<file path="src/rtl/sd_pixel_packer_if.sv">
// Byte-stream-in / RAM-write-out bundle for sd_pixel_packer.
// master = the packer (consumes bytes, drives the RAM port); slave = its environment.
interface sd_pixel_packer_if #(
  parameter int ADDR_W = 17
);
  logic [7:0]        data_in;
  logic              data_valid;
  logic [ADDR_W-1:0] ram_addr;
  logic [15:0]       ram_data;
  logic              ram_write_en;

  modport master (
    input  data_in,
    input  data_valid,
    output ram_addr,
    output ram_data,
    output ram_write_en
  );

  modport slave (
    output data_in,
    output data_valid,
    input  ram_addr,
    input  ram_data,
    input  ram_write_en
  );
endinterface

</file>
<file path="src/rtl/sd_pixel_packer.sv">
// Drops a fixed image header from the SD byte stream and packs byte pairs into 16-bit
// RAM writes at slot*IMAGE_WORDS + n. Define PACKER_SWAP_BYTES_EN to put the first byte in [7:0].
module sd_pixel_packer #(
  parameter int ADDR_W       = 17,
  parameter int IMAGE_WORDS  = 19200,
  parameter int HEADER_BYTES = 4,
  parameter int CNT_W        = 15
) (
  input  logic             clk_100MHz,
  input  logic             rst,
  input  logic             start,
  input  logic [1:0]       slot,
  sd_pixel_packer_if.master bus,
  output logic             busy,
  output logic             done,
  output logic             overflow,
  output logic [CNT_W-1:0] word_count
);

  localparam int HDR_W = (HEADER_BYTES < 2) ? 1 : $clog2(HEADER_BYTES);
  localparam logic [HDR_W-1:0]  HDR_LAST    = HDR_W'((HEADER_BYTES == 0) ? 0 : HEADER_BYTES - 1);
  localparam logic [CNT_W-1:0]  LAST_WORD   = CNT_W'(IMAGE_WORDS - 1);
  localparam logic [ADDR_W-1:0] IMG_WORDS_A = ADDR_W'(IMAGE_WORDS);

  typedef enum logic [2:0] {
    S_IDLE,
    S_HEADER,
    S_LO,
    S_HI,
    S_DONE
  } state_t;

  state_t            state_reg, state_next;
  logic [HDR_W-1:0]  hdr_cnt_reg, hdr_cnt_next;
  logic [7:0]        first_byte_reg, first_byte_next;
  logic [ADDR_W-1:0] base_reg, base_next;
  logic [CNT_W-1:0]  word_count_reg, word_count_next;
  logic              done_reg, done_next;
  logic              overflow_reg, overflow_next;
  logic [ADDR_W-1:0] ram_addr_reg, ram_addr_next;
  logic [15:0]       ram_data_reg, ram_data_next;
  logic              ram_we_reg, ram_we_next;

  logic [ADDR_W-1:0] slot_base;
  logic [15:0]       packed_word;

  assign slot_base = ADDR_W'(slot) * IMG_WORDS_A;

`ifdef PACKER_SWAP_BYTES_EN
  assign packed_word = {bus.data_in, first_byte_reg};
`else
  assign packed_word = {first_byte_reg, bus.data_in};
`endif

  always_ff @(posedge clk_100MHz or posedge rst) begin
    if (rst) begin
      state_reg <= S_IDLE;
    end else begin
      state_reg <= state_next;
    end
  end

  // start outranks a byte arriving in the same cycle; that byte is simply lost.
  always_comb begin
    state_next      = state_reg;
    hdr_cnt_next    = hdr_cnt_reg;
    first_byte_next = first_byte_reg;
    base_next       = base_reg;
    word_count_next = word_count_reg;
    done_next       = done_reg;
    overflow_next   = overflow_reg;
    ram_addr_next   = ram_addr_reg;
    ram_data_next   = ram_data_reg;
    ram_we_next     = 1'b0;

    if (start) begin
      base_next       = slot_base;
      word_count_next = '0;
      done_next       = 1'b0;
      overflow_next   = 1'b0;
      first_byte_next = '0;
      hdr_cnt_next    = '0;
      state_next      = (HEADER_BYTES == 0) ? S_LO : S_HEADER;
    end else if (bus.data_valid) begin
      case (state_reg)
        S_IDLE: begin
          state_next = S_IDLE;
        end
        S_HEADER: begin
          if (hdr_cnt_reg == HDR_LAST) begin
            hdr_cnt_next = '0;
            state_next   = S_LO;
          end else begin
            hdr_cnt_next = hdr_cnt_reg + HDR_W'(1);
          end
        end
        S_LO: begin
          first_byte_next = bus.data_in;
          state_next      = S_HI;
        end
        S_HI: begin
          ram_we_next     = 1'b1;
          ram_addr_next   = base_reg + ADDR_W'(word_count_reg);
          ram_data_next   = packed_word;
          word_count_next = word_count_reg + CNT_W'(1);
          if (word_count_reg == LAST_WORD) begin
            done_next  = 1'b1;
            state_next = S_DONE;
          end else begin
            state_next = S_LO;
          end
        end
        S_DONE: begin
          overflow_next = 1'b1;
        end
        default: begin
          state_next = S_IDLE;
        end
      endcase
    end
  end

  always_ff @(posedge clk_100MHz or posedge rst) begin
    if (rst) begin
      hdr_cnt_reg    <= '0;
      first_byte_reg <= '0;
      base_reg       <= '0;
      word_count_reg <= '0;
      done_reg       <= 1'b0;
      overflow_reg   <= 1'b0;
      ram_addr_reg   <= '0;
      ram_data_reg   <= '0;
      ram_we_reg     <= 1'b0;
    end else begin
      hdr_cnt_reg    <= hdr_cnt_next;
      first_byte_reg <= first_byte_next;
      base_reg       <= base_next;
      word_count_reg <= word_count_next;
      done_reg       <= done_next;
      overflow_reg   <= overflow_next;
      ram_addr_reg   <= ram_addr_next;
      ram_data_reg   <= ram_data_next;
      ram_we_reg     <= ram_we_next;
    end
  end

  assign busy             = (state_reg == S_HEADER) || (state_reg == S_LO) || (state_reg == S_HI);
  assign done             = done_reg;
  assign overflow         = overflow_reg;
  assign word_count       = word_count_reg;
  assign bus.ram_addr     = ram_addr_reg;
  assign bus.ram_data     = ram_data_reg;
  assign bus.ram_write_en = ram_we_reg;

endmodule

</file>
<file path="src/flat_wrapper.sv">
// flat-port wrapper written by rule: the top's interface ports become plain ports
module sd_pixel_packer_flat 
#(
  parameter int ADDR_W       = 17,
  parameter int IMAGE_WORDS  = 19200,
  parameter int HEADER_BYTES = 4,
  parameter int CNT_W        = 15
)
  (clk_100MHz, rst, start, slot, busy, done, overflow, word_count, bus_data_in, bus_data_valid, bus_ram_addr, bus_ram_data, bus_ram_write_en);
  sd_pixel_packer_if #(.ADDR_W(ADDR_W)) bus_i ();
  input  logic clk_100MHz;
  input  logic rst;
  input  logic start;
  input  logic [1:0] slot;
  output logic busy;
  output logic done;
  output logic overflow;
  output logic [CNT_W-1:0] word_count;
  input wire logic [$bits(bus_i.data_in)-1:0] bus_data_in;
  input wire logic [$bits(bus_i.data_valid)-1:0] bus_data_valid;
  output wire logic [$bits(bus_i.ram_addr)-1:0] bus_ram_addr;
  output wire logic [$bits(bus_i.ram_data)-1:0] bus_ram_data;
  output wire logic [$bits(bus_i.ram_write_en)-1:0] bus_ram_write_en;
  assign bus_i.data_in = bus_data_in;
  assign bus_i.data_valid = bus_data_valid;
  assign bus_ram_addr = bus_i.ram_addr;
  assign bus_ram_data = bus_i.ram_data;
  assign bus_ram_write_en = bus_i.ram_write_en;
  sd_pixel_packer #(.ADDR_W(ADDR_W), .IMAGE_WORDS(IMAGE_WORDS), .HEADER_BYTES(HEADER_BYTES), .CNT_W(CNT_W)) u_core (.clk_100MHz(clk_100MHz), .rst(rst), .start(start), .slot(slot), .bus(bus_i), .busy(busy), .done(done), .overflow(overflow), .word_count(word_count));
endmodule
</file>
<file path="config.mk">
export PLATFORM = sky130hd
export DESIGN_NAME = sd_pixel_packer_flat
export DESIGN_NICKNAME = d
export VERILOG_FILES = /design/src/rtl/sd_pixel_packer_if.sv /design/src/rtl/sd_pixel_packer.sv /design/src/flat_wrapper.sv
export SDC_FILE = /design/constraint.sdc
export NUM_CORES = 1
export LEC_CHECK = 0
export ABC_CLOCK_PERIOD_IN_PS = 2000
export CAP_MARGIN = 30
export CORE_MARGIN = 4
export CORE_UTILIZATION = 45
export DETAILED_ROUTE_END_ITERATION = 10
export GPL_TIMING_DRIVEN = 0
export HOLD_SLACK_MARGIN = 0.06
export PLACE_DENSITY = 0.82
export SETUP_SLACK_MARGIN = 0.4
export SLEW_MARGIN = 15
export SYNTH_ARGS = -nofsm -noshare
export SYNTH_HDL_FRONTEND = slang
export SYNTH_SLANG_ARGS = --single-unit
</file>
<file path="constraint.sdc">
create_clock -name clk_100MHz -period 2 [get_ports clk_100MHz]
set_input_delay 0.2 -clock clk_100MHz [delete_from_list [all_inputs] [get_ports clk_100MHz]]
set_output_delay 0.2 -clock clk_100MHz [all_outputs]
set_load 0.1 [all_outputs]
</file>
After elaboration in Yosys (flattened, before gate mapping) --
Cells that the tools add are included.
Word-level totals: flip-flop bits (word level) 73, input bits 14, output and inout port bits 52
Cells by class: bitwise operators 1, $mul 1, reduce and logical (&&, ||, !) cells 15, $add $sub $neg 3, muxes and demuxes 25, eq/ne operators 8
Operator list (number):
- 2-to-1 mux 15 bit | 3
- 2-to-1 mux 8 bit | 3
- adder 17 x 15 -> 17 bit | 1
- adder 15 x 1 -> 15 bit (second input constant) | 1
- == test 15 bit (second input constant) | 1
- 2-to-1 mux 3 bit | 4
- one-hot mux 3 bit (4 select lines) | 1
- nonzero test 2 bit | 6
- 2-to-1 mux 1 bit | 10
- multiplier 2 x 7 -> 9 bit (second input constant) | 1
- AND reduction 3 bit | 3
- 2-to-1 mux 2 bit | 4
- AND reduction 2 bit | 4
- == test 3 x 2 -> 1 bit (second input constant) | 2
- == test 3 x 1 -> 1 bit (second input constant) | 1
- == test 3 bit (second input constant) | 1
- != test 3 x 2 -> 1 bit (second input constant) | 1
- adder 2 x 1 -> 2 bit (second input constant) | 1
- == test 2 bit (second input constant) | 1
- logical OR 1 bit | 2
- != test 2 bit (second input constant) | 1
- NOT 1 bit | 1

Longest topological paths before layout --
Gate-level depths: netlist of the first run.
depth in word-level cells 5, depth in mapped cells 7, mapped depth without buffers 6

Least setup slack after synthesis of the first run --
Ideal clock, no wire load.
kind flip-flop to flip-flop, from reg u_core.word_count_reg[8], in the netlist u_core.word_count[8], to reg u_core.ram_addr_reg[14], in the netlist u_core.bus.ram_addr[14], period minus slack after synthesis 2394 ps, library setup time 95 ps, stages on the path, launching flop included 7, setup slack -394 ps, data arrival time 2299 ps, buffers on the path 0, path through dfrtp_1 ha_1 fa_1 a211oi_1 o21ai_0 and3_1 o31ai_1
On the way: cells in the longest elaborated chain, start to end 1
RTL lines:
- start: declaration | line sd_pixel_packer.sv:37 | logic [CNT_W-1:0] word_count_reg, word_count_next;
- start signal: assignment | line sd_pixel_packer.sv:138 | word_count_reg <= word_count_next;
- adder 17 x 15 -> 17 bit | line sd_pixel_packer.sv:103 | ram_addr_next = base_reg + ADDR_W'(word_count_reg);
- end signal: assignment | line sd_pixel_packer.sv:141 | ram_addr_reg <= ram_addr_next;
- end: declaration | line sd_pixel_packer.sv:40 | logic [ADDR_W-1:0] ram_addr_reg, ram_addr_next;
Every way passes these cells. A chain may end at the register's enable or synchronous reset.

Worst setup path in the final report of the first run --
from reg u_core.word_count_reg[9], in the netlist u_core.word_count[9], to reg u_core.ram_addr_reg[13], in the netlist u_core.bus.ram_addr[13]
The elaborated chain is that of the path after synthesis.

==> load_flow_metrics.sql, run 1 <==
INSERT INTO impl_metrics (metric_group, metric, value, unit) VALUES
('synthesis', 'synth_area_leader_cell', 'sky130_fd_sc_hd__dfrtp_1', ''),
('run_status', 'run_status', 'complete, no violations', ''),
('global_route', 'antenna_violations_before_repair', '0', ''),
('synthesis', 'edff_count_synth', '0', ''),
('synthesis', 'postSynthNetCount', '374', ''),
('clocking', 'clock_latency', '0.36', 'ns'),
('floorplan', 'die_h', '93.9', 'um'),
('floorplan', 'start_util', '46.0', '%'),
('global_route', 'first_pass_grt_wire_length', '13.9', 'mm'),
('floorplan', 'die_width', '93.9', 'um'),
('cells_and_area', 'area_growth', '44.9', '%'),
('global_route', 'grt_max_degree', '35', ''),
('routing', 'dr_total_vias', '2910', ''),
('worst_setup_path', 'cp.arrival', '2.12', 'ns'),
('worst_setup_path', 'cpLargestDelayFamily', 'simple AND/OR/NAND/NOR gates', ''),
('power', 'finalPower', '0.00442', 'W'),
('placed_design', 'routabilityCongestion', '0.847', ''),
('synthesis', 'proportion_of_netlist_area_held_by_the_largest_area_contributor', '52.8', '%'),
('synthesis', 'yosys_warnings', '0', ''),
('timing', 'hold_violations', '0', ''),
('timing', 'period_minus_slack', '1.83', 'ns'),
('clocking', 'clk_transition_reported_paths', '0.08', 'ns'),
('timing', 'timing.hold.ws', '0.154', 'ns'),
('synthesis', 'yosys-top-cells-area', 'sky130_fd_sc_hd__dfrtp_1, sky130_fd_sc_hd__nand2_1, sky130_fd_sc_hd__ha_1, sky130_fd_sc_hd__o21ai_0, sky130_fd_sc_hd__xor2_1', ''),
('synthesis', 'synthDistinctLibCells', '44', ''),
('routing', 'route.detailed.wl_per_inst', '16.5', 'um'),
('timing', 'timing.setup.tns', '0', 'ns'),
('job', 'cap_viol_max_count', '0', ''),
('floorplan', 'core_rows', '31', ''),
('timing', 'fin_skew', '0.00736', 'ns'),
('timing', 'slew_violations', '0', ''),
('clocking', 'max-clock-path-buffers', '2', ''),
('placed_design', 'port-buffer-count', '64', ''),
('cells_and_area', 'antennaDiodeCount', '0', ''),
('routing', 'drt_iter0_drc', '166', ''),
('cells_and_area', 'design.final.nets', '472', ''),
('synthesis', 'synth-async-reset-ratio', '100', '%'),
('min_path', 'hold_path_class', 'input pin to asynchronous set/reset pin', ''),
('worst_setup_path', 'cell_chain_critical_path', 'ha_4 > a211oi_2 > o21ai_1 > or4b_1 > nand3_1', ''),
('clocking', 'root_buffer', 'sky130_fd_sc_hd__clkbuf_8', ''),
('routing', 'post_drt_via_cell_ratio', '5.30', ''),
('clocking', 'htree_levels', '3', ''),
('placed_design', 'post-dp-hpwl', '5.77', 'mm'),
('timing', 'final_cycle_utilization_of_the_critical_path', '91.6', '%'),
('timing', 'worstMarginPinSlew', '0.658', 'ns'),
('timing', 'setup_repair_after_global_routing_missed_its_margin', 'true', ''),
('clocking', 'cts_tree', 'done', ''),
('power', 'comb_power_share', '32.7', '%'),
('synthesis', 'synthesis.area', '3320', 'um^2'),
('power', 'power.density', '920', 'nW/um^2'),
('power', 'internal_power', '0.00259', 'W'),
('global_route', 'grt.total_usage', '20.4', '%'),
('global_route', 'overflow', '0', ''),
('synthesis', 'dominantRegCellSynth', 'sky130_fd_sc_hd__dfrtp_1', ''),
('power', 'seq_power_share', '37.6', '%'),
('floorplan', 'core_area', '7210', 'um^2'),
('clocking', 'cts.sink_count', '70', ''),
('power', 'power.ir.vdd_worst', '0.604', 'mV'),
('floorplan', 'ioPinCount', '66', ''),
('power', 'clock_power_share', '29.7', '%'),
('cells_and_area', 'n_fill_cell', '552', ''),
('timing', 'achievable-frequency', '546', 'MHz'),
('synthesis', 'post_synth.cell_area_avg', '9.56', 'um^2'),
('synthesis', 'flip_flop_and_latch_count_after_synthesis', '70', ''),
('worst_setup_path', 'cpMaxStageDelayCell', 'sky130_fd_sc_hd__dfrtp_4', ''),
('worst_setup_path', 'slowest_delay', '0.53', 'ns'),
('worst_setup_path', 'reg2reg_setup_slack', '0.17', 'ns'),
('worst_setup_path', 'cp-end-kind', 'flip-flop', ''),
('routing', 'postRouteAntennaNets', '0', ''),
('cells_and_area', 'layout-drive-gt1-share', '35.6', '%'),
('power', 'p_switching', '0.00183', 'W');
## timing repair
| action | in CTS | in global routing |
|---|---|---|
| setup buffers | 12 | 8 |
| resized for setup | 175 | 49 |
| pin swaps | 7 | 14 |
| gates cloned | 0 | 1 |
| endpoints found under the setup margin | 96 | 62 |
## logic make-up after synthesis
| logic type | count (synthesis) | share of synthesized area [%] |
|---|---|---|
| compound gates | 57 | 10.8 |
| xor+xnor | 12 | 3.17 |
| fa+ha+maj | 13 | 5.13 |
| buf+inv | 24 | 3.28 |
| flops | 70 | 52.8 |
| mux | 6 | 1.96 |
| simple gates | 165 | 22.9 |
## routing by layer
layer	part of all wire, %	vias up	track usage, %	wire [um]
met3	5.3	34	4.17	480
met1	42	1384	26.2	3800
met5	0	-	0	0
met4	3.3	0	10.1	301
li1	-	1379	-	-
met2	49	113	32.7	4460
## metrics by stage
stage / cell area (um^2) / cells / worst slack [ns]
after floorplan: 3430 / 347 / 0.0340
after global placement: 4190 / 510 / 0.0115
after detailed placement: 4230 / 512 / -0.0258
after CTS: 4680 / 540 / 0.190
after global routing: 4800 / 549 / 0.0984
final: 4800 / 549 / 0.168
## synthesized netlist by cell type, types with 2 or more instances
cell type                     n
sky130_fd_sc_hd__nor4b_1      2
sky130_fd_sc_hd__o31ai_1      2
sky130_fd_sc_hd__mux2_2       4
sky130_fd_sc_hd__nand4_1      5
sky130_fd_sc_hd__o21ai_0     26
sky130_fd_sc_hd__mux2i_1      2
sky130_fd_sc_hd__clkbuf_1     6
sky130_fd_sc_hd__or2_2        2
sky130_fd_sc_hd__or3_1        6
sky130_fd_sc_hd__a211oi_1     4
sky130_fd_sc_hd__and3_1       3
sky130_fd_sc_hd__ha_1        12
sky130_fd_sc_hd__a21oi_1     12
sky130_fd_sc_hd__nand3_1      3
sky130_fd_sc_hd__nor2_1      22
sky130_fd_sc_hd__nand2b_1    10
sky130_fd_sc_hd__xnor2_1      2
sky130_fd_sc_hd__a31oi_1      3
sky130_fd_sc_hd__xor2_1      10
sky130_fd_sc_hd__dfrtp_1     70
sky130_fd_sc_hd__and4_1       2
sky130_fd_sc_hd__nand4b_1     2
sky130_fd_sc_hd__nand2_1    100
sky130_fd_sc_hd__a21o_1       2
sky130_fd_sc_hd__o2111ai_1    2
sky130_fd_sc_hd__buf_2        6
sky130_fd_sc_hd__nor4bb_1     2
sky130_fd_sc_hd__inv_1        9
## placed cells by master, fill, tap and decap left out, drive strengths merged, types with 2 or more instances in the layout
cell type | synthesis | final
a211oi | 4 | 4
a21o | 2 | 2
a21oi | 12 | 12
a31oi | 3 | 3
and3 | 3 | 3
and4 | 2 | 2
buf | 9 | 39
bufinv | 0 | 2
clkbuf | 6 | 15
clkdlybuf4s15 | 0 | 42
clkdlybuf4s18 | 0 | 3
clkdlybuf4s50 | 0 | 12
clkinv | 0 | 3
dfrtp | 70 | 70
ha | 12 | 12
inv | 9 | 10
mux2 | 4 | 4
mux2i | 2 | 2
nand2 | 100 | 100
nand2b | 10 | 10
nand3 | 3 | 3
nand4 | 5 | 5
nand4b | 2 | 2
nor2 | 22 | 22
nor4b | 2 | 2
nor4bb | 2 | 2
o2111ai | 2 | 2
o211ai | 2 | 2
o21ai | 26 | 26
o31ai | 2 | 2
or2 | 2 | 2
or3 | 6 | 6
xnor2 | 2 | 2
xor2 | 10 | 10
## layout make-up
class / instances / area [um^2] / share of cell area (%)
Sequential cell: 70 / 1800 / 37.5
Multi-Input combinational cell: 253 / 1650 / 34.3
Timing Repair Buffer: 87 / 873 / 18.2
Clock buffer: 9 / 124 / 2.58
Tap cell: 99 / 124 / 2.58
Clock inverter: 7 / 104 / 2.16
Buffer: 15 / 92.6 / 1.93
Inverter: 9 / 37.5 / 0.781
## path summary, 6_finish.rpt
check | startpoint | to | cells after the start
min in group clk_100MHz | bus_data_in[1] | u_core.bus.ram_data[1] | 3
max reg2reg | u_core.word_count[9] | u_core.bus.ram_addr[13] | 5
min reg2reg | u_core.bus.ram_data[5] | u_core.bus.ram_data[5] | 2
max in group asynchronous | rst | u_core.word_count[6] | 4
max | u_core.word_count[9] | u_core.bus.ram_addr[13] | 5
min | rst | u_core.base_reg[9] | 2
## power groups by stage
stage / clock (W) / sequential (W) / combinational, W
global placement: 0 / 0.00168 / 0.00143
floorplan: 0 / 0.00255 / 0.000227
global route: 0.00139 / 0.00168 / 0.00150
CTS: 0.00132 / 0.00166 / 0.00144
finish: 0.00131 / 0.00166 / 0.00145
detailed placement: 0 / 0.00168 / 0.00146
No activity file was read; power rests on OpenSTA's default activity.
==> run 2, diff against run 1 <==
--- a/config.mk
+++ b/config.mk
@@ -12,7 +12,7 @@
 export DETAILED_ROUTE_END_ITERATION = 10
 export GPL_TIMING_DRIVEN = 0
 export HOLD_SLACK_MARGIN = 0.06
-export PLACE_DENSITY = 0.82
+export PLACE_DENSITY = 0.76
 export SETUP_SLACK_MARGIN = 0.4
 export SLEW_MARGIN = 15
 export SYNTH_ARGS = -nofsm -noshare
==> run 2 against run 1 <==
Net effect: flip-flop and latch count did not move; hold slack improved by 0.085 ns; combinational power barely moved; critical path type unchanged; first-iteration DRC count fell by 37%; highest routed layer unchanged; clock skew rose by 0.0026 ns; critical endpoint is now u_core.bus.ram_addr[14]; register-to-register slack barely moved; via count fell by 1.6%; final cell count fell by 0.36%; non-clock buffer count fell by 2.
==> load_flow_metrics.sql, run 2 (synthesis results as in run 1) <==
INSERT INTO impl_metrics (metric_group, metric, value, unit) VALUES
('cells_and_area', 'area_growth', '45.2', '%'),
('routing', 'detailedRoute.firstPassIterationCount', '4', ''),
('worst_setup_path', 'worst_setup_path_start_kind', 'flip-flop', ''),
('power', 'comb_power_share', '33.0', '%'),
('routing', 'dr_total_vias', '2863', ''),
('global_route', 'first_pass_grt_wire_length', '13.7', 'mm'),
('cells_and_area', 'final_design_area_no_fill', '4820', 'um^2'),
('clocking', 'cts_tree', 'done', ''),
('timing', 'hold_violations', '0', ''),
('floorplan', 'die_width', '93.9', 'um'),
('clocking', 'htree_levels', '3', ''),
('timing', 'slew_violations', '0', ''),
('timing', 'worstMarginPinSlew', '0.666', 'ns'),
('placed_design', 'place.detailed.instances', '512', ''),
('timing', 'final_cycle_utilization_of_the_critical_path', '91.4', '%'),
('cells_and_area', 'layout-drive-gt1-share', '34.8', '%'),
('floorplan', 'die_h', '93.9', 'um'),
('floorplan', 'design.die.area', '8810', 'um^2'),
('global_route', 'grt.total_usage', '20.0', '%'),
('cells_and_area', 'flip_flop_count_of_the_largest_register_all_copies_and_words_added', '17', ''),
('power', 'power.ir.vdd_worst', '0.564', 'mV'),
('floorplan', 'core_area', '7210', 'um^2'),
('global_route', 'grt_max_degree', '33', ''),
('min_path', 'hold_path_class', 'input pin to asynchronous set/reset pin', ''),
('power', 'p_switching', '0.00181', 'W'),
('floorplan', 'ioPinCount', '66', ''),
('worst_setup_path', 'criticalPathCategory', 'flip-flop to flip-flop', ''),
('power', 'switching_share', '41.1', '%'),
('power', 'power.density', '913', 'nW/um^2'),
('routing', 'postRouteAntennaNets', '0', ''),
('clocking', 'clk_transition_reported_paths', '0.08', 'ns'),
('timing', 'setup_repair_after_global_routing_missed_its_margin', 'true', ''),
('global_route', 'first_global_vias', '2708', ''),
('timing', 'setup_violations', '0', ''),
('clocking', 'cts_hold_repair.buffers', '0', ''),
('cells_and_area', 'n_fill_cell', '572', ''),
('cells_and_area', 'design.final.nets', '470', ''),
('timing', 'period_minus_slack', '1.83', 'ns'),
('global_route', 'overflow', '0', ''),
('global_route', 'antenna_violations_before_repair', '0', ''),
('placed_design', 'routabilityCongestion', '0.841', ''),
('clocking', 'root_buffer', 'sky130_fd_sc_hd__clkbuf_8', ''),
('placed_design', 'post_dp_cell_area', '4240', 'um^2'),
('cells_and_area', 'antennaDiodeCount', '0', ''),
('timing', 'fin_skew', '0.00997', 'ns'),
('routing', 'drt_iter0_drc', '105', ''),
('timing', 'postLayoutSetupSlackWorst', '0.173', 'ns'),
('cells_and_area', 'multi_input_gate_area_in_the_final_layout', '1650', 'um^2'),
('worst_setup_path', 'cp.arrival', '2.08', 'ns'),
('cells_and_area', 'final_cells', '547', ''),
('routing', 'post_drt_via_cell_ratio', '5.23', ''),
('clocking', 'cts.sink_count', '70', ''),
('routing', 'route.detailed.wl_per_inst', '15.7', 'um'),
('worst_setup_path', 'reg2reg_setup_slack', '0.17', 'ns'),
('placed_design', 'port-buffer-count', '64', ''),
('timing', 'timing.setup.tns', '0', 'ns'),
('clocking', 'max-clock-path-buffers', '2', ''),
('cells_and_area', 'utilization', '66.8', '%'),
('placed_design', 'post-dp-hpwl', '5.59', 'mm'),
('clocking', 'tritoncts.num_buffers', '9', ''),
('power', 'p_leak', '2.13', 'nW'),
('floorplan', 'core_rows', '31', ''),
('cells_and_area', 'mostFrequentLayoutCells', 'sky130_fd_sc_hd__nand2_1, sky130_fd_sc_hd__dfrtp_1, sky130_fd_sc_hd__clkdlybuf4s15_2', ''),
('power', 'clock_power_share', '29.2', '%'),
('floorplan', 'start_util', '46.0', '%'),
('routing', 'drc_errors', '0', ''),
('cells_and_area', 'layout.cells.most_common', 'sky130_fd_sc_hd__nand2_1', ''),
('worst_setup_path', 'crit_path_max_fanout', '3', ''),
('clocking', 'clock_latency', '0.35', 'ns'),
('cells_and_area', 'area.sequential', '1800', 'um^2'),
('timing', 'worst_slew_margin_rel', '55.6', '%'),
('placed_design', 'dpl_worst_slack', '-0.00443', 'ns'),
('run_status', 'run_status', 'complete, no violations', ''),
('worst_setup_path', 'cp-end-kind', 'flip-flop', ''),
('routing', 'drt_wl_total', '8.60', 'mm'),
('power', 'seq_power_share', '37.8', '%'),
('worst_setup_path', 'critPathRequiredTime', '2.25', 'ns'),
('job', 'cap_viol_max_count', '0', ''),
('power', 'internal_power', '0.00259', 'W'),
('timing', 'achievable-frequency', '547', 'MHz');
run 2: through the flow:
stage | hold WS (ns) | total power, W
floorplan | 0.298 | 0.00277
global placement | 0.445 | 0.00311
detailed placement | 0.455 | 0.00315
CTS | 0.256 | 0.00441
global route | 0.259 | 0.00458
finish | 0.240 | 0.00440
run 2: power by group through the flow:
stage / Combinational [W] / Sequential (W) / Clock (W)
CTS: 0.00145 / 0.00166 / 0.00130
global placement: 0.00143 / 0.00168 / 0
finish: 0.00145 / 0.00166 / 0.00129
floorplan: 0.000227 / 0.00255 / 0
detailed placement: 0.00146 / 0.00169 / 0
global route: 0.00152 / 0.00169 / 0.00138
run 2: area by class of cell:
class / instances / share of cell area (%)
clock buffer: 10 / 2.65
tap: 99 / 2.57
sequential: 70 / 37.4
buffer: 15 / 2.05
clock inverter: 6 / 1.95
inverter: 9 / 0.779
multi-input combinational: 253 / 34.3
timing repair buffer: 85 / 18.3
run 2: timing repair:
item	in CTS	in global routing
setup buffers	11	8
gates resized for setup	172	61
cloned	0	0
pin swaps	5	13
setup endpoints to repair	94	64
run 2: path summary, 6_finish.rpt:
check	cells after the start	start	to
max in group asynchronous	3	rst	u_core.word_count[1]
worst min-delay path	2	rst	u_core.bus.ram_addr[12]
min in group clk_100MHz	3	bus_data_in[2]	u_core.bus.ram_data[2]
worst max register to register	6	u_core.word_count[8]	u_core.bus.ram_addr[14]
worst max-delay path	6	u_core.word_count[8]	u_core.bus.ram_addr[14]
worst min register to register	2	u_core.first_byte_reg[3]	u_core.bus.ram_data[11]
run 2: critical path, stage by stage (launching register included):
cell and delay (ns):
sky130_fd_sc_hd__dfrtp_4 0.50, sky130_fd_sc_hd__ha_4 0.17, sky130_fd_sc_hd__fa_2 0.37, sky130_fd_sc_hd__a211oi_2 0.22, sky130_fd_sc_hd__o21ai_2 0.09, sky130_fd_sc_hd__and3_1 0.17, sky130_fd_sc_hd__o31ai_1 0.20
run 2: per-layer routing:
layer / up-vias / global-route usage, % / wire length (um)
li1: 1375 / - / -
met1: 1386 / 27.2 / 3780
met2: 88 / 31.9 / 4180
met3: 14 / 3.69 / 506
met4: 0 / 7.58 / 128
met5: - / 0 / 0
==> run 3, diff against run 2 <==
--- a/config.mk
+++ b/config.mk
@@ -10,7 +10,6 @@
 export CORE_MARGIN = 4
 export CORE_UTILIZATION = 45
 export DETAILED_ROUTE_END_ITERATION = 10
-export GPL_TIMING_DRIVEN = 0
 export HOLD_SLACK_MARGIN = 0.06
 export PLACE_DENSITY = 0.76
 export SETUP_SLACK_MARGIN = 0.4
==> run 3 against run 2 <==
Net effect: power shrank 2.3%; combinational power is essentially flat; highest routed layer unchanged; sequential power is essentially flat; count of clock-buffer cells in the layout is the same; critical path depth is the same; sequential share of layout area grew 1.5 points; register-to-register slack gained 0.04 ns; die area is the same; global-route usage shrank 1.1 points; final cell count shrank 1.6%.
==> load_flow_metrics.sql, run 3 (synthesis results as in run 1) <==
INSERT INTO impl_metrics (metric_group, metric, value, unit) VALUES
('run_status', 'run_status', 'complete, no violations', ''),
('routing', 'postRouteAntennaNets', '0', ''),
('cells_and_area', 'area_growth', '39.7', '%'),
('cells_and_area', 'antennaDiodeCount', '0', ''),
('worst_setup_path', 'ff2ff_path_depth', '6', ''),
('timing', 'setup_repair_after_global_routing_missed_its_margin', 'true', ''),
('routing', 'drt_iter0_drc', '136', ''),
('floorplan', 'die_h', '93.9', 'um'),
('global_route', 'antenna_violations_before_repair', '0', ''),
('min_path', 'hold_path_class', 'input pin to flip-flop', ''),
('placed_design', 'dpl_worst_slack', '0.0873', 'ns'),
('worst_setup_path', 'crit_path_max_fanout', '3', ''),
('placed_design', 'port-buffer-count', '65', ''),
('cells_and_area', 'mostFrequentLayoutCells', 'sky130_fd_sc_hd__nand2_1, sky130_fd_sc_hd__buf_4, sky130_fd_sc_hd__dfrtp_1', ''),
('power', 'p_leak', '2.15', 'nW'),
('timing', 'hold_violations', '0', ''),
('cells_and_area', 'final_design_area_no_fill', '4630', 'um^2'),
('worst_setup_path', 'cp.arrival', '2.05', 'ns'),
('power', 'power.ir.vdd_worst', '0.691', 'mV'),
('routing', 'drt_wl_total', '8.11', 'mm'),
('routing', 'post_drt_via_cell_ratio', '5.14', ''),
('cells_and_area', 'layout.cells.most_common', 'sky130_fd_sc_hd__nand2_1', ''),
('clocking', 'cts_hold_repair.buffers', '0', ''),
('routing', 'dr_total_vias', '2767', ''),
('worst_setup_path', 'criticalPathCategory', 'flip-flop to flip-flop', ''),
('clocking', 'htree_levels', '3', ''),
('worst_setup_path', 'r2r-end', 'u_core.bus.ram_addr[14]', ''),
('cells_and_area', 'flip_flop_count_of_the_largest_register_all_copies_and_words_added', '17', ''),
('floorplan', 'ioPinCount', '66', ''),
('min_path', 'min_delay_worst_endpoint', 'u_core.word_count[13]', ''),
('routing', 'drc_errors', '0', ''),
('timing', 'postLayoutSetupSlackWorst', '0.213', 'ns'),
('cells_and_area', 'area.sequential', '1800', 'um^2'),
('routing', 'route.detailed.wl_per_inst', '15.1', 'um'),
('floorplan', 'start_util', '46.0', '%'),
('clocking', 'clock_latency', '0.36', 'ns'),
('min_path', 'timing.hold.worst.start', 'start', ''),
('timing', 'worst_slew_margin_rel', '74.4', '%'),
('timing', 'setup_violations', '0', ''),
('timing', 'timing.setup.tns', '0', 'ns'),
('floorplan', 'design.die.area', '8810', 'um^2'),
('cells_and_area', 'design.final.nets', '461', ''),
('global_route', 'first_pass_grt_wire_length', '13.0', 'mm'),
('worst_setup_path', 'slowest_delay', '0.50', 'ns'),
('clocking', 'max-clock-path-buffers', '2', ''),
('power', 'power.density', '927', 'nW/um^2'),
('placed_design', 'post_dp_cell_area', '4130', 'um^2'),
('clocking', 'root_buffer', 'sky130_fd_sc_hd__clkbuf_8', ''),
('min_path', 'worstHoldPathCells', '2', ''),
('timing', 'worstMarginPinSlew', '0.385', 'ns'),
('global_route', 'grt_max_degree', '71', ''),
('clocking', 'cts_tree', 'done', ''),
('worst_setup_path', 'origin_of_the_critical_flop_to_flop_path', 'u_core.word_count[8]', ''),
('worst_setup_path', 'cpMaxStageDelayCell', 'sky130_fd_sc_hd__dfrtp_4', ''),
('routing', 'detailedRoute.firstPassIterationCount', '4', ''),
('floorplan', 'die_width', '93.9', 'um'),
('worst_setup_path', 'cp-end-kind', 'flip-flop', ''),
('clocking', 'tritoncts.num_buffers', '9', ''),
('job', 'cap_viol_max_count', '0', ''),
('placed_design', 'post-dp-hpwl', '5.39', 'mm'),
('cells_and_area', 'n_fill_cell', '587', ''),
('timing', 'achievable-frequency', '559', 'MHz'),
('worst_setup_path', 'cell_chain_critical_path', 'ha_4 > fa_2 > a211oi_2 > o21ai_2 > and3_1 > o31ai_2', ''),
('floorplan', 'core_rows', '31', ''),
('worst_setup_path', 'critPathRequiredTime', '2.27', 'ns'),
('global_route', 'first_global_vias', '2754', ''),
('timing', 'final_cycle_utilization_of_the_critical_path', '89.4', '%'),
('placed_design', 'routabilityCongestion', '0.908', ''),
('global_route', 'overflow', '0', ''),
('clocking', 'cts.sink_count', '70', ''),
('global_route', 'grt.total_usage', '18.9', '%'),
('floorplan', 'core_area', '7210', 'um^2'),
('timing', 'slew_violations', '0', ''),
('timing', 'period_minus_slack', '1.79', 'ns'),
('cells_and_area', 'multi_input_gate_area_in_the_final_layout', '1700', 'um^2'),
('cells_and_area', 'utilization', '64.2', '%'),
('worst_setup_path', 'reg2reg_setup_slack', '0.21', 'ns'),
('power', 'finalPower', '0.00430', 'W'),
('clocking', 'clk_transition_reported_paths', '0.08', 'ns'),
('cells_and_area', 'layout-drive-gt1-share', '35.3', '%'),
('timing', 'fin_skew', '0.0101', 'ns'),
('worst_setup_path', 'worst_setup_path_start_kind', 'flip-flop', '');
-- run 3: cell count changes in the layout (fill, tap and decap cells not counted), sizes merged --
cell	previous run	this run
clkdlybuf4s15	41	0
clkinv	1	2
buf	36	79
bufinv	2	1
clkdlybuf4s18	2	0
clkbuf	19	10
-- run 3: worst max-delay path by stage --
| stage | start | slack [ns] | depth (start not counted) | endpoint |
|---|---|---|---|---|
| after floorplan | u_core.word_count[8] | 0.03 | 6 | u_core.bus.ram_addr[14] |
| after global routing | u_core.word_count[8] | 0.14 | 6 | u_core.bus.ram_addr[14] |
| after CTS | u_core.word_count[8] | 0.21 | 6 | u_core.bus.ram_addr[14] |
| after global placement | u_core.word_count[8] | 0.12 | 6 | u_core.bus.ram_addr[14] |
| final | u_core.word_count[8] | 0.21 | 6 | u_core.bus.ram_addr[14] |
| after detailed placement | u_core.word_count[8] | 0.09 | 6 | u_core.bus.ram_addr[14] |
-- run 3: report_power, final --
| part | switching, W | internal, W |
|---|---|---|
| clock network | 0.000572 | 0.000618 |
| registers | 0.0000987 | 0.00156 |
| logic | 0.00114 | 0.000308 |
| total | 0.00181 | 0.00249 |
-- run 3: cell type report --
cell class,count,share of cell area (%)
Clock buffer,10,2.97
Tap cell,99,2.67
Timing Repair Buffer,91,16.5
Multi-Input combinational cell,253,36.6
Sequential cell,70,38.9
Inverter,9,0.810
Clock inverter,6,1.48
-- run 3: timing repair --
| action | in CTS | in global routing |
|---|---|---|
| setup buffers | 8 | 5 |
| gates cloned | 0 | 0 |
| resized for setup | 10 | 31 |
| endpoints found under the hold margin | 0 | 0 |
| endpoints found under the setup margin | 10 | 38 |
| pin swaps | 2 | 10 |
-- run 3: through the flow --
stage	instances	hold slack [ns]
after floorplan	347	0.298
after global placement	509	0.445
after detailed placement	509	0.454
after CTS	533	0.132
after global routing	538	0.136
final	538	0.118
-- run 3: layer usage --
layer / part of all wire, % / track usage [%]
met5: 0 / 0
met4: 1.9 / 8.30
met3: 4.9 / 4.33
met2: 50 / 29.5
met1: 43 / 25.3
-- run 3: critical path: cells and delay by family (launching register included) --
kind / cells / cell delay, ns
adder cells (fa/ha/maj): 2 / 0.54
flip-flops: 1 / 0.50
AO/OA/AOI/OAI: 3 / 0.48
AND/OR/NAND/NOR: 1 / 0.18
